[src/rtl/vga_timing_monitor.sv]
// Passive VGA timing checker: hsync/vsync period and width, RGB-in-blanking, lock state and frame count.
// Flags and lock state update one clock after the offending sample; the monitored stream is never stalled.
module vga_timing_monitor #(
  parameter int   H_VISIBLE   = 640,
  parameter int   H_FRONT     = 16,
  parameter int   H_SYNC      = 96,
  parameter int   H_BACK      = 48,
  parameter int   V_VISIBLE   = 480,
  parameter int   V_FRONT     = 10,
  parameter int   V_SYNC      = 2,
  parameter int   V_BACK      = 33,
  parameter logic SYNC_POL    = 1'b0,
  parameter int   COLOR_W     = 4,
  parameter int   LOCK_FRAMES = 2,
  parameter int   CNT_W       = 12
) (
  input  logic               clock,
  input  logic               reset_n,
  input  logic [COLOR_W-1:0] red,
  input  logic [COLOR_W-1:0] green,
  input  logic [COLOR_W-1:0] blue,
  input  logic               hsync,
  input  logic               vsync,
  input  logic               err_clear,
  output logic               locked,
  output logic               err_hperiod,
  output logic               err_hwidth,
  output logic               err_vperiod,
  output logic               err_vwidth,
  output logic               err_blank,
  output logic [15:0]        frame_count
);

  localparam int H_TOTAL = H_VISIBLE + H_FRONT + H_SYNC + H_BACK;
  localparam int V_TOTAL = V_VISIBLE + V_FRONT + V_SYNC + V_BACK;
  localparam logic [CNT_W-1:0] CNT_MAX  = '1;
  localparam logic [CNT_W-1:0] H_LAST   = CNT_W'(H_TOTAL - 1);
  localparam logic [CNT_W-1:0] H_SYNC_C = CNT_W'(H_SYNC);
  localparam logic [CNT_W-1:0] H_VIS_LO = CNT_W'(H_SYNC + H_BACK);
  localparam logic [CNT_W-1:0] H_VIS_HI = CNT_W'(H_SYNC + H_BACK + H_VISIBLE);
  localparam logic [CNT_W-1:0] V_LAST   = CNT_W'(V_TOTAL - 1);
  localparam logic [CNT_W-1:0] V_SYNC_C = CNT_W'(V_SYNC);
  localparam logic [CNT_W-1:0] V_VIS_LO = CNT_W'(V_SYNC + V_BACK);
  localparam logic [CNT_W-1:0] V_VIS_HI = CNT_W'(V_SYNC + V_BACK + V_VISIBLE);
  localparam int CLEAN_W = $clog2(LOCK_FRAMES + 1);
  localparam logic [CLEAN_W-1:0] CLEAN_LAST = CLEAN_W'(LOCK_FRAMES - 1);

  typedef enum logic [1:0] {ACQUIRE, CHECK, LOCKED} state_t;

  state_t             state_q, state_d;
  logic               hs_on_q, vs_on_q;
  logic [CNT_W-1:0]   hcnt_q, hcnt_d, vcnt_q, vcnt_d;
  logic               h_armed_q, h_armed_d, v_armed_q, v_armed_d;
  logic [CLEAN_W-1:0] clean_q, clean_d;
  logic               frame_err_q, frame_err_d;
  logic [15:0]        frame_count_q, frame_count_d;
  logic [4:0]         err_q, err_d;
  logic               hs_on, vs_on, hs_lead, hs_trail, vs_lead, vs_trail;
  logic [4:0]         ev;
  logic               visible, any_ev;

  always_comb begin
    hs_on    = (hsync == SYNC_POL);
    vs_on    = (vsync == SYNC_POL);
    hs_lead  = hs_on & ~hs_on_q;
    hs_trail = ~hs_on & hs_on_q;
    vs_lead  = vs_on & ~vs_on_q;
    vs_trail = ~vs_on & vs_on_q;

    // hcnt_d/vcnt_d are the counts belonging to the current sample; the _q values are the previous sample's.
    hcnt_d = hs_lead ? '0 : ((hcnt_q == CNT_MAX) ? hcnt_q : hcnt_q + 1'b1);
    vcnt_d = vcnt_q;
    if (vs_lead) begin
      vcnt_d = '0;
    end else if (hs_lead && (vcnt_q != CNT_MAX)) begin
      vcnt_d = vcnt_q + 1'b1;
    end

    visible = (hcnt_d >= H_VIS_LO) && (hcnt_d < H_VIS_HI) &&
              (vcnt_d >= V_VIS_LO) && (vcnt_d < V_VIS_HI);

    ev[4] = hs_lead  & h_armed_q & (hcnt_q != H_LAST);
    ev[3] = hs_trail & h_armed_q & (hcnt_d != H_SYNC_C);
    ev[2] = vs_lead  & v_armed_q & (vcnt_q != V_LAST);
    ev[1] = vs_trail & v_armed_q & (vcnt_d != V_SYNC_C);
    ev[0] = h_armed_q & v_armed_q & ~visible & (|{red, green, blue});
    any_ev = |ev;

    err_d     = ev | (err_q & {5{~err_clear}});
    h_armed_d = h_armed_q | hs_lead;
    v_armed_d = v_armed_q | vs_lead;
    frame_count_d = (vs_lead && (frame_count_q != 16'hFFFF)) ? frame_count_q + 16'd1 : frame_count_q;

    state_d     = state_q;
    clean_d     = clean_q;
    frame_err_d = vs_lead ? 1'b0 : (frame_err_q | any_ev);
    case (state_q)
      ACQUIRE: begin
        if (vs_lead) begin
          state_d = CHECK;
          clean_d = '0;
        end
      end
      CHECK: begin
        if (vs_lead) begin
          if (frame_err_q || any_ev) begin
            clean_d = '0;
          end else if (clean_q == CLEAN_LAST) begin
            state_d = LOCKED;
            clean_d = '0;
          end else begin
            clean_d = clean_q + 1'b1;
          end
        end
      end
      LOCKED: begin
        if (any_ev) state_d = ACQUIRE;
      end
      default: state_d = ACQUIRE;
    endcase
  end

  always_ff @(posedge clock or negedge reset_n) begin
    if (!reset_n) begin
      // Syncs read as already asserted out of reset, so a release mid-pulse cannot fake a leading edge.
      hs_on_q       <= 1'b1;
      vs_on_q       <= 1'b1;
      hcnt_q        <= '0;
      vcnt_q        <= '0;
      h_armed_q     <= 1'b0;
      v_armed_q     <= 1'b0;
      clean_q       <= '0;
      frame_err_q   <= 1'b0;
      frame_count_q <= '0;
      err_q         <= '0;
      state_q       <= ACQUIRE;
    end else begin
      hs_on_q       <= hs_on;
      vs_on_q       <= vs_on;
      hcnt_q        <= hcnt_d;
      vcnt_q        <= vcnt_d;
      h_armed_q     <= h_armed_d;
      v_armed_q     <= v_armed_d;
      clean_q       <= clean_d;
      frame_err_q   <= frame_err_d;
      frame_count_q <= frame_count_d;
      err_q         <= err_d;
      state_q       <= state_d;
    end
  end

  assign locked      = (state_q == LOCKED);
  assign err_hperiod = err_q[4];
  assign err_hwidth  = err_q[3];
  assign err_vperiod = err_q[2];
  assign err_vwidth  = err_q[1];
  assign err_blank   = err_q[0];
  assign frame_count = frame_count_q;

endmodule

[config.mk]
export PLATFORM = sky130hd
export DESIGN_NAME = vga_timing_monitor
export DESIGN_NICKNAME = d
export VERILOG_FILES = /design/src/rtl/vga_timing_monitor.sv
export SDC_FILE = /design/constraint.sdc
export NUM_CORES = 1
export LEC_CHECK = 0
export BUFFER_PORTS_ARGS = -buffer_cell sky130_fd_sc_hd__buf_2
export CORE_MARGIN = 3
export CORE_UTILIZATION = 50
export CTS_BUF_LIST = sky130_fd_sc_hd__clkbuf_8
export CTS_CLUSTER_DIAMETER = 40
export DETAILED_ROUTE_END_ITERATION = 16
export HOLD_SLACK_MARGIN = 0.05
export PLACE_DENSITY_LB_ADDON = 0.15
export SYNTH_ARGS = -nofsm -noshare
export SYNTH_HDL_FRONTEND = slang
export SYNTH_SLANG_ARGS = --single-unit
[constraint.sdc]
create_clock -name clock -period 7 [get_ports clock]
set_input_delay 1.4 -clock clock [delete_from_list [all_inputs] [get_ports clock]]
set_output_delay 1.4 -clock clock [all_outputs]
set_load 0.01 [all_outputs]
==> out/qor.txt, run 1 <==
outcome -> completed
insertion delay of the later-clocked pin in the worst-skew pair -> 0.32 ns
hold-critical path depth -> 1
via count of the first global-routing pass -> 2411
final antenna-violating net count -> 0
Diodes inserted -> 0
Required @ worst endpoint -> 7.22 ns
overflow left after global routing -> 0
peak-usage layer in the global routing report -> met1
number of enable-type register cells in the synthesized netlist -> 0
proportion of synthesized chip area in sequential cells -> 0.4319
relative slew slack -> 0.2494
clock tree root buffer cell -> sky130_fd_sc_hd__clkbuf_8
PostCTS Resize Cnt -> 0
Primary FF master, synth -> sky130_fd_sc_hd__dfrtp_1
depth of the most critical reg-to-reg path -> 9
horizontal die dimension -> 85.18 um
Startpoint Class -> primary input
global-route usage over all layers -> 0.1998
placed cell count -> 432
pin count of the biggest net entering global routing -> 55
Worst Clk Skew -> 0.009927 ns
detailed-placement wirelength estimate -> 5.044 mm
number of nets in the layout -> 385
Yosys warning total -> 0
leakage power figure -> 1.569 nW
Final GP Congestion -> 0.8791
max-cap violation count -> 0
minimum clock period after layout -> 3.890 ns
routed via count -> 2599
CTS tree -> yes
number of DRC violations after detailed-routing iteration 0 -> 224
Power Total -> 0.0007526 W
Peak Freq -> 0.2570 GHz
Die ar. -> 7255 um2
starting density of the core -> 0.5232
global-route track usage on met2 -> 0.2973
final setup TNS -> 0 ns
power density relative to cell area -> 214.9 nW/um2
hold_sp -> frame_count[12]
Layout Area Growth over Synthesis -> 11.74%
Post-Synthesis Net Count -> 347
PortBufs -> 38
Die Ht -> 85.18 um
number of endpoints failing setup at the final stage -> 0
layout cell share with drive strength beyond 1 -> 0.2110
mean cell area of the mapped netlist -> 9.614 um2
final count of hold timing violations -> 0
number of synthesized register bits -> 54
crit path max-delay cell type -> sky130_fd_sc_hd__nor2_1
Hold Path End -> frame_count[12]
count of hold-fix buffers inserted at cts -> 0
worst-case vdd ir drop -> 0.1109 mV
RSZ-0062 raised after global routing -> false
post-synthesis cell type count -> 66
Filler Cell Count -> 529
kind of cell adding the most delay to the critical path -> simple AND/OR/NAND/NOR gates
flop-to-flop setup slack -> 3.70 ns
H-Tree Level Count -> 2
Hold Path Class -> reg2reg
# IOs -> 39
transition time of the tightest slew-check pin -> 1.122 ns
met3 Usage GRT -> 0.03689
core area -> 5991 um2
CP Cell Sequence -> buf_2 -> nor2_1 -> a211oi_1 -> or4b_1 -> or4_1 -> a21oi_2 -> nand2_2 -> o41ai_2
Post-CTS Repair Setup Buffers -> 0
post-synthesis instance area -> 3134 um2
routed via count divided by cell count -> 5.907
kind of critical path -> in2reg
detailed-route wire length per cell -> 15.62 um
end of the worst register-to-register path -> clean_q[0]
startpoint of the lowest-slack register-to-register path -> hcnt_q[1]
first-pass GRT wire length -> 11.77 mm
sum of buffers and inverters on the critical path -> 1
fin. max-slew vios -> 0
1st-pass router iterations -> 4
Critical Path End Type -> flop
drt drc -> 0
largest incremental delay on the critical path -> 0.86 ns
Detailed Route WL -> 6.871 mm
share of the cycle needed by the critical path after routing -> 0.5558
post-synthesis cell count -> 326
Clock Sinks -> 54
largest fanout of any net on the critical path -> 17
routing usage on met1 -> 0.2992
number of buffers created by CTS -> 5
standard-cell row count -> 28
post-route non-filler standard cell count -> 440
Post-synth ARST share -> 1.000
number of antenna violations at the first check in global routing -> 0
clock-pin slew on the worst setup and hold paths -> 0.10 ns
CTS Buffer Depth -> 2
Worst Path Arrival -> 4.11 ns
-- cell families (layout without fill, tap and decap cells) --
kind of cell    after synthesis  in the layout  synth area share
flops                        54             54            0.4319
simple gates                151            151            0.2755
buf+inv                      24             63           0.03313
xor+xnor                     24             24           0.06707
mux                          11             11           0.03593
fa+ha+maj                     4              4           0.01597
compound gates               58             58            0.1405
-- layout by cell type, fill, tap and decap left out, types with 7 or more instances in the layout --
| cell | n |
|---|---|
| sky130_fd_sc_hd__buf_2 | 38 |
| sky130_fd_sc_hd__mux2i_1 | 9 |
| sky130_fd_sc_hd__and3_1 | 7 |
| sky130_fd_sc_hd__nand2_1 | 22 |
| sky130_fd_sc_hd__inv_1 | 15 |
| sky130_fd_sc_hd__o21ai_0 | 12 |
| sky130_fd_sc_hd__nand4_1 | 10 |
| sky130_fd_sc_hd__nand3_1 | 16 |
| sky130_fd_sc_hd__dfrtp_1 | 52 |
| sky130_fd_sc_hd__nor3_1 | 12 |
| sky130_fd_sc_hd__xnor2_1 | 15 |
| sky130_fd_sc_hd__nor2_1 | 34 |
| sky130_fd_sc_hd__xor2_1 | 9 |
-- state kept, by name, indices dropped and copies added, names as in the netlist --
name         count
vcnt_q          12
state_q          2
frame_count     16
hcnt_q          12
h_armed_q        1
hs_on_q          1
err_q            5
clean_q          2
v_armed_q        1
frame_err_q      1
vs_on_q          1
-- power by group --
| part | switching (W) | total [W] | leakage [nW] | internal [W] |
|---|---|---|---|---|
| Sequential | 0.0000486 | 0.000392 | 0.699 | 0.000344 |
| Combinational | 0.0000797 | 0.000140 | 0.811 | 0.0000607 |
| Clock | 0.000111 | 0.000220 | 0.0591 | 0.000109 |
| Total | 0.000239 | 0.000753 | 1.57 | 0.000514 |
-- layer usage --
layer / vias up / routed length [um]
met2: 72 / 3015
met4: 0 / 84
li1: 1270 / -
met3: 10 / 378
met1: 1247 / 3392
met5: - / 0
-- cells in the mapped netlist (2+ instances only) --
master,n,share of area
sky130_fd_sc_hd__nand2_1,22,0.026
sky130_fd_sc_hd__nor4_1,5,0.010
sky130_fd_sc_hd__o31ai_1,4,0.0096
sky130_fd_sc_hd__dfrtp_1,52,0.42
sky130_fd_sc_hd__buf_2,2,0.0032
sky130_fd_sc_hd__xnor2_1,15,0.042
sky130_fd_sc_hd__dfstp_2,2,0.017
sky130_fd_sc_hd__a31oi_1,6,0.012
sky130_fd_sc_hd__xor2_1,9,0.025
sky130_fd_sc_hd__or4b_2,2,0.0064
sky130_fd_sc_hd__mux2_2,2,0.0072
sky130_fd_sc_hd__and2_1,3,0.0060
sky130_fd_sc_hd__and3_1,7,0.014
sky130_fd_sc_hd__ha_1,4,0.016
sky130_fd_sc_hd__nor2b_1,3,0.0060
sky130_fd_sc_hd__mux2i_1,9,0.029
sky130_fd_sc_hd__nand3_1,16,0.026
sky130_fd_sc_hd__nand2b_1,4,0.0080
sky130_fd_sc_hd__nand4_2,2,0.0080
sky130_fd_sc_hd__o31a_1,2,0.0056
sky130_fd_sc_hd__or4_1,2,0.0048
sky130_fd_sc_hd__nor3_1,12,0.019
sky130_fd_sc_hd__inv_1,15,0.018
sky130_fd_sc_hd__o41ai_2,2,0.010
sky130_fd_sc_hd__nand2_2,2,0.0040
sky130_fd_sc_hd__nor2_1,34,0.041
sky130_fd_sc_hd__o311ai_0,2,0.0056
sky130_fd_sc_hd__a21oi_1,6,0.0096
sky130_fd_sc_hd__a311oi_1,3,0.0084
sky130_fd_sc_hd__buf_4,3,0.0072
sky130_fd_sc_hd__a21o_1,2,0.0048
sky130_fd_sc_hd__o21ai_0,12,0.019
sky130_fd_sc_hd__nand3_2,3,0.0096
sky130_fd_sc_hd__clkbuf_1,4,0.0048
sky130_fd_sc_hd__or2_2,3,0.0060
sky130_fd_sc_hd__or3_1,6,0.012
sky130_fd_sc_hd__a211oi_1,6,0.014
sky130_fd_sc_hd__nand4_1,10,0.020
-- layout make-up --
type	count	area, um2	area share
Inverter	15	56.30	0.01608
Multi-Input combinational cell	248	1677	0.4787
Timing Repair Buffer	40	205.2	0.05859
Clock buffer	5	68.82	0.01965
Clock inverter	3	47.55	0.01358
Sequential cell	54	1354	0.3866
Tap cell	75	93.84	0.02680
-- how the worst max path moves through the flow --
| stage | startpoint | to | slack [ns] | cells after the start |
|---|---|---|---|---|
| 2_1_floorplan | hsync | clean_q[0] | 3.34 | 9 |
| 3_3_place_gp | hsync | state_q[0] | 2.87 | 8 |
| 3_5_place_dp | hsync | clean_q[0] | 2.78 | 8 |
| 4_1_cts | hsync | clean_q[0] | 3.13 | 8 |
| 5_1_grt | hsync | clean_q[0] | 2.91 | 8 |
| 6_report | hsync | clean_q[0] | 3.11 | 8 |
-- per-stage QoR --
stage	area [um2]	worst slack, ns	hold WS [ns]	utilization
final	3502	3.110	0.4978	0.5846
after global routing	3502	2.906	0.5243	0.5846
after CTS	3502	3.134	0.5026	0.5846
after detailed placement	3386	2.779	0.4798	0.5652
after global placement	3386	2.865	0.4778	0.5652
after floorplan	3134	3.345	0.4547	-
Power figures use the tool's default switching activity.
==> run 2: changes to the inputs <==
==> constraint.sdc (replaced) <==
create_clock -name clock -period 3.48 [get_ports clock]
set_input_delay 0.696 -clock clock [delete_from_list [all_inputs] [get_ports clock]]
set_output_delay 0.696 -clock clock [all_outputs]
set_load 0.01 [all_outputs]
==> run 2 against run 1 <==
Against the previous run: critical path depth rose by 1; sequential share of layout area is 0.22 points lower; total power increased by 92%; clock skew rose by 0.00069 ns; die area unchanged; via count increased by 2.0%; worst hold slack worse by 0.0069 ns; critical endpoint is now state_q[0]; critical path type is now reg2reg; combinational power up 110%; first-iteration DRC count rose by 25%; register-to-register slack got worse by 3.5 ns; largest power group unchanged.
==> out/qor.txt, run 2 (synthesis gave the netlist of run 1 again) <==
Post-CTS Repair Setup Buffers -> 0
detailed-placement wirelength estimate -> 5.296 mm
number of endpoints failing setup at the final stage -> 0
Die Ht -> 85.18 um
leading cell types in the layout, fill and taps excluded -> sky130_fd_sc_hd__dfrtp_1, sky130_fd_sc_hd__buf_2, sky130_fd_sc_hd__nor2_1
insertion delay of the later-clocked pin in the worst-skew pair -> 0.31 ns
layout cell share with drive strength beyond 1 -> 0.2216
count of hold-fix buffers inserted at cts -> 0
RSZ-0062 raised after global routing -> false
pin count of the biggest net entering global routing -> 55
Hold Path Class -> in2async
core area -> 5991 um2
Crit. path cell count -> 9
worst-case vdd ir drop -> 0.2150 mV
Diodes inserted -> 0
fin. max-slew vios -> 0
Startpoint Class -> flop
transition time of the tightest slew-check pin -> 0.6755 ns
final setup TNS -> 0 ns
via count of the first global-routing pass -> 2599
clock-pin slew on the worst setup and hold paths -> 0.10 ns
Die ar. -> 7255 um2
Worst Path Arrival -> 3.46 ns
Storage cell area -> 1354 um2
PostCTS Resize Cnt -> 0
outcome -> completed
Layout Cell Area excl Fill -> 3522 um2
overflow left after global routing -> 0
PortBufs -> 38
DR WL met3 -> 453 um
H-Tree Level Count -> 2
sum of routed wire segments on met1 -> 3.417 mm
Final Worst Setup Slack -> 0.2229 ns
# IOs -> 39
share of the cycle needed by the critical path after routing -> 0.9360
Critical Path End Type -> flop
kind of critical path -> reg2reg
power density relative to cell area -> 410.8 nW/um2
relative slew slack -> 0.5496
CTS Buffer Depth -> 2
horizontal die dimension -> 85.18 um
Worst Clk Skew -> 0.01062 ns
routed via count -> 2651
uppermost routed layer -> met4
Filler Cell Count -> 523
minimum clock period after layout -> 3.257 ns
CP startpoint -> hcnt_q[1]
kind of cell adding the most delay to the critical path -> simple AND/OR/NAND/NOR gates
number of nets in the layout -> 390
leakage power figure -> 1.581 nW
number of buffers created by CTS -> 5
max-cap violation count -> 0
number of antenna violations at the first check in global routing -> 0
starting density of the core -> 0.5232
CP Cell Sequence -> ha_1 -> nand4_4 -> nor3_4 -> o211ai_2 -> or4b_1 -> or4_1 -> a21oi_2 -> nand2_2 -> o31a_1
max FFs per register -> 16
final antenna-violating net count -> 0
clock tree root buffer cell -> sky130_fd_sc_hd__clkbuf_8
startpoint of the lowest-slack register-to-register path -> hcnt_q[1]
multi-input gate area in the final layout -> 1677 um2
Clock Sinks -> 54
Final GP Congestion -> 0.8565
detailed-route wire length per cell -> 16.06 um
share of the core filled with cells -> 0.5879
Peak Freq -> 0.3070 GHz
largest incremental delay on the critical path -> 0.54 ns
final count of hold timing violations -> 0
total length of routed met2 wires -> 3.185 mm
1st-pass router iterations -> 5
total cell area at the placement stage -> 3423 um2
Required @ worst endpoint -> 3.68 ns
first-pass GRT wire length -> 12.46 mm
sum of buffers and inverters on the critical path -> 0
largest fanout of any net on the critical path -> 8
number of DRC violations after detailed-routing iteration 0 -> 279
Layout Area Growth over Synthesis -> 12.38%
routed via count divided by cell count -> 5.957
depth of the most critical reg-to-reg path -> 9
crit path max-delay cell type -> sky130_fd_sc_hd__or4b_1
post-placement worst setup slack -> 0.2300 ns
standard-cell row count -> 28
most common cell after layout, fill and taps aside -> sky130_fd_sc_hd__dfrtp_1
drt drc -> 0
CTS tree -> yes
Detailed Route WL -> 7.148 mm
global-route usage over all layers -> 0.2106
==> run 2: cell types whose count changed in the layout (fill, tap and decap cells not counted) <==
cell,before,now
sky130_fd_sc_hd__buf_4,2,7
sky130_fd_sc_hd__bufinv_16,1,0
sky130_fd_sc_hd__clkbuf_8,5,6
sky130_fd_sc_hd__clkinvlp_4,0,1
sky130_fd_sc_hd__inv_6,2,1
==> run 2: final timing paths <==
kind                                    to  slack [ns]
worst max register to register  state_q[0]        0.22
worst max-delay path            state_q[0]        0.22
worst min register to register    err_q[0]        0.49
max in group asynchronous        hcnt_q[0]        2.52
worst min-delay path             hcnt_q[7]        0.49
min in group clock                err_q[0]        0.49
==> run 2: cell type report <==
type	count	share of cell area
inverters	15	0.01599
repair buffers	45	0.06892
multi-input cells	248	0.4760
clock inverters	2	0.004618
flip-flops and latches	54	0.3844
well taps	75	0.02664
clock buffers	6	0.02345
==> run 2: worst register-to-register path, cell delays in order, from the launching register on <==
cell	delay, ns
sky130_fd_sc_hd__dfrtp_1	0.42
sky130_fd_sc_hd__ha_1	0.38
sky130_fd_sc_hd__nand4_4	0.23
sky130_fd_sc_hd__nor3_4	0.30
sky130_fd_sc_hd__o211ai_2	0.17
sky130_fd_sc_hd__or4b_1	0.54
sky130_fd_sc_hd__or4_1	0.54
sky130_fd_sc_hd__a21oi_2	0.18
sky130_fd_sc_hd__nand2_2	0.11
sky130_fd_sc_hd__o31a_1	0.29
==> run 2: per-stage QoR <==
step,hold WS [ns],std cells,total power (W)
2_1_floorplan,0.4004,326,0.0009684
3_3_place_gp,0.4723,437,0.001076
3_5_place_dp,0.4706,437,0.001086
4_1_cts,0.4927,445,0.001458
5_1_grt,0.5006,445,0.001529
6_report,0.4909,445,0.001447
==> run 2: per-layer routing <==
layer / GRT usage / vias up
li1: - / 1273
met1: 0.3029 / 1278
met2: 0.3213 / 90
met3: 0.04369 / 10
met4: 0.06331 / 0
met5: 0 / -
==> run 2: report_power, final <==
part           total (W)  switching [W]  internal (W)
combinational   0.000287       0.000163      0.000125
clock           0.000373       0.000209      0.000164
sequential      0.000787      0.0000959      0.000691
==> run 3: changes to the inputs <==
--- a/config.mk
+++ b/config.mk
@@ -5,11 +5,12 @@
 export SDC_FILE = /design/constraint.sdc
 export NUM_CORES = 1
 export LEC_CHECK = 0
+export ABC_AREA = 1
 export BUFFER_PORTS_ARGS = -buffer_cell sky130_fd_sc_hd__buf_2
 export CORE_MARGIN = 3
 export CORE_UTILIZATION = 50
 export CTS_BUF_LIST = sky130_fd_sc_hd__clkbuf_8
-export CTS_CLUSTER_DIAMETER = 40
+export CTS_CLUSTER_DIAMETER = 120
 export DETAILED_ROUTE_END_ITERATION = 16
 export HOLD_SLACK_MARGIN = 0.05
 export PLACE_DENSITY_LB_ADDON = 0.15
==> run 3 against run 2 <==
Against the previous run: core utilization up 0.37 points; critical path depth grew 9; synthesized cell count increased by 33%; largest cell class unchanged; highest routed layer unchanged.
==> out/qor.txt, run 3 <==
cell taking the most area after synthesis -> sky130_fd_sc_hd__dfrtp_1
number of nets in the layout -> 500
# IOs -> 39
Clock Sinks -> 54
minimum clock period after layout -> 2.634 ns
transition time of the tightest slew-check pin -> 0.9825 ns
number of antenna violations at the first check in global routing -> 0
Layout Area Growth over Synthesis -> 11.65%
final setup TNS -> 0 ns
Startpoint Class -> flop
detailed-placement wirelength estimate -> 5.246 mm
routed via count -> 2793
H-Tree Level Count -> 2
Post-Synthesis Net Count -> 456
CTS tree -> yes
crit path max-delay cell type -> sky130_fd_sc_hd__dfrtp_1
power density relative to cell area -> 409.7 nW/um2
uppermost routed layer -> met4
Post-synth ARST share -> 1.000
Layout Cell Area excl Fill -> 3586 um2
PostCTS Resize Cnt -> 0
total cell area at the placement stage -> 3497 um2
sum of routed wire segments on met1 -> 3.482 mm
fin. max-slew vios -> 0
kind of critical path -> reg2reg
Final Worst Setup Slack -> 0.8455 ns
number of DRC violations after detailed-routing iteration 0 -> 159
global-route usage over all layers -> 0.1984
Final GP Congestion -> 0.8980
share of the core filled with cells -> 0.5917
Power Total -> 0.001469 W
number of buffers created by CTS -> 5
overflow left after global routing -> 0
number of enable-type register cells in the synthesized netlist -> 0
number of endpoints failing setup at the final stage -> 0
detailed-route wire length per cell -> 12.27 um
largest incremental delay on the critical path -> 0.47 ns
number of synthesized register bits -> 54
sum of buffers and inverters on the critical path -> 2
RSZ-0062 raised after global routing -> false
max FFs per register -> 16
Hold Path Class -> reg2reg
core area -> 6061 um2
drt drc -> 0
share of the cycle needed by the critical path after routing -> 0.7570
worst-case vdd ir drop -> 0.2482 mV
proportion of synthesized chip area in sequential cells -> 0.4215
CP Cell Sequence -> ha_1 -> inv_1 -> nor2_4 -> nand3_4 -> nand2_8 -> inv_4 -> nand2_1 -> nand2_1 -> nand2_2 -> nand2_2 -> nor2_1 -> nand2_1 -> nor2_1 -> nand3_1 -> nand2_2 -> nand3_2 -> or2_1 -> a21boi_2
clock tree root buffer cell -> sky130_fd_sc_hd__clkbuf_8
Die Ht -> 86.15 um
final antenna-violating net count -> 0
Detailed Route WL -> 6.810 mm
routed via count divided by cell count -> 5.032
leakage power figure -> 1.987 nW
via count of the first global-routing pass -> 2617
count of hold-fix buffers inserted at cts -> 0
Critical Path End Type -> flop
Primary FF master, synth -> sky130_fd_sc_hd__dfrtp_1
horizontal die dimension -> 86.15 um
outcome -> completed
post-synthesis cell type count -> 34
max-cap violation count -> 0
DR WL met3 -> 404 um
largest fanout of any net on the critical path -> 10
insertion delay of the later-clocked pin in the worst-skew pair -> 0.32 ns
final count of hold timing violations -> 0
standard-cell row count -> 28
Required @ worst endpoint -> 3.74 ns
CTS Buffer Depth -> 2
clock-pin slew on the worst setup and hold paths -> 0.10 ns
area fraction of the dominant cell type after synthesis -> 0.4051
leading cell types in the layout, fill and taps excluded -> sky130_fd_sc_hd__nand2_1, sky130_fd_sc_hd__inv_1, sky130_fd_sc_hd__dfrtp_1
first-pass GRT wire length -> 11.87 mm
Die ar. -> 7421 um2
pin count of the biggest net entering global routing -> 45
starting density of the core -> 0.5299
total length of routed met2 wires -> 2.880 mm
1st-pass router iterations -> 4
post-synthesis instance area -> 3212 um2
kind of cell adding the most delay to the critical path -> simple AND/OR/NAND/NOR gates
relative slew slack -> 0.3450
Post-CTS Repair Setup Buffers -> 0
post-synthesis cell count -> 435
Diodes inserted -> 0
most frequent cells after synthesis -> sky130_fd_sc_hd__nand2_1, sky130_fd_sc_hd__inv_1, sky130_fd_sc_hd__dfrtp_1
Worst Clk Skew -> 0.01528 ns
mean cell area of the mapped netlist -> 7.384 um2
main area contributors after synthesis -> sky130_fd_sc_hd__dfrtp_1, sky130_fd_sc_hd__nand2_1, sky130_fd_sc_hd__inv_1
Yosys warning total -> 0
PortBufs -> 38
layout cell share with drive strength beyond 1 -> 0.1563
most common cell after layout, fill and taps aside -> sky130_fd_sc_hd__nand2_1
count leader, synth -> sky130_fd_sc_hd__nand2_1
Worst Path Arrival -> 2.89 ns
Peak Freq -> 0.3796 GHz
post-placement worst setup slack -> 0.7137 ns
[run 3: changes by cell type after synthesis, sizes merged, moves of 7 or more]
cell | before | now
and3 | 7 | 0
inv | 15 | 80
mux2i | 9 | 0
nand2 | 24 | 126
nand3 | 19 | 55
nor2 | 34 | 46
nor3 | 14 | 5
xnor2 | 15 | 5
[run 3: final timing paths]
kind                       cells after the start            from        endpoint  slack [ns]
max                                           18       vcnt_q[0]      clean_q[1]        0.85
max in group asynchronous                      2         reset_n       hcnt_q[7]        2.22
min                                            1  frame_count[4]  frame_count[4]        0.50
min in group asynchronous                      1         reset_n       hcnt_q[4]        0.54
max reg2reg                                   18       vcnt_q[0]      clean_q[1]        0.85
min reg2reg                                    1  frame_count[4]  frame_count[4]        0.50
[run 3: power breakdown]
group	total, W	switching [W]	internal, W
logic	0.000333	0.000198	0.000135
registers	0.000778	0.0000766	0.000702
clock network	0.000359	0.000216	0.000142
total	0.00147	0.000490	0.000979
[run 3: routing by layer]
layer	track usage	vias to the layer above
li1	-	1452
met3	0.04515	4
met1	0.2947	1260
met2	0.2936	77
met4	0.04604	0
met5	0	-
[run 3: final cells by class]
class,count,area (um2)
Clock buffer,5,68.82
Inverter,82,310.3
Timing Repair Buffer,40,205.2
Fill cell,587,2475
Sequential cell,54,1354
Clock inverter,3,20.02
Tap cell,75,93.84
Multi-Input combinational cell,296,1534
[run 3: logic make-up (layout without fill, tap and decap cells)]
group,after synthesis,after routing,synth area share
buffers and inverters,85,130,0.1009
adders and majority gates,4,4,0.01558
AOI/OAI and AO/OA,17,17,0.03117
DFF,54,54,0.4215
muxes,1,1,0.003506
xor gates and xnor gates,17,17,0.04636
and+or+nand+nor,257,257,0.3810
[run 3: per-stage QoR]
| stage | std cells | hold slack, ns |
|---|---|---|
| global route | 555 | 0.5177 |
| floorplan | 435 | 0.4004 |
| finish | 555 | 0.5014 |
| CTS | 555 | 0.5044 |
| detailed placement | 547 | 0.4857 |
| global placement | 547 | 0.4771 |
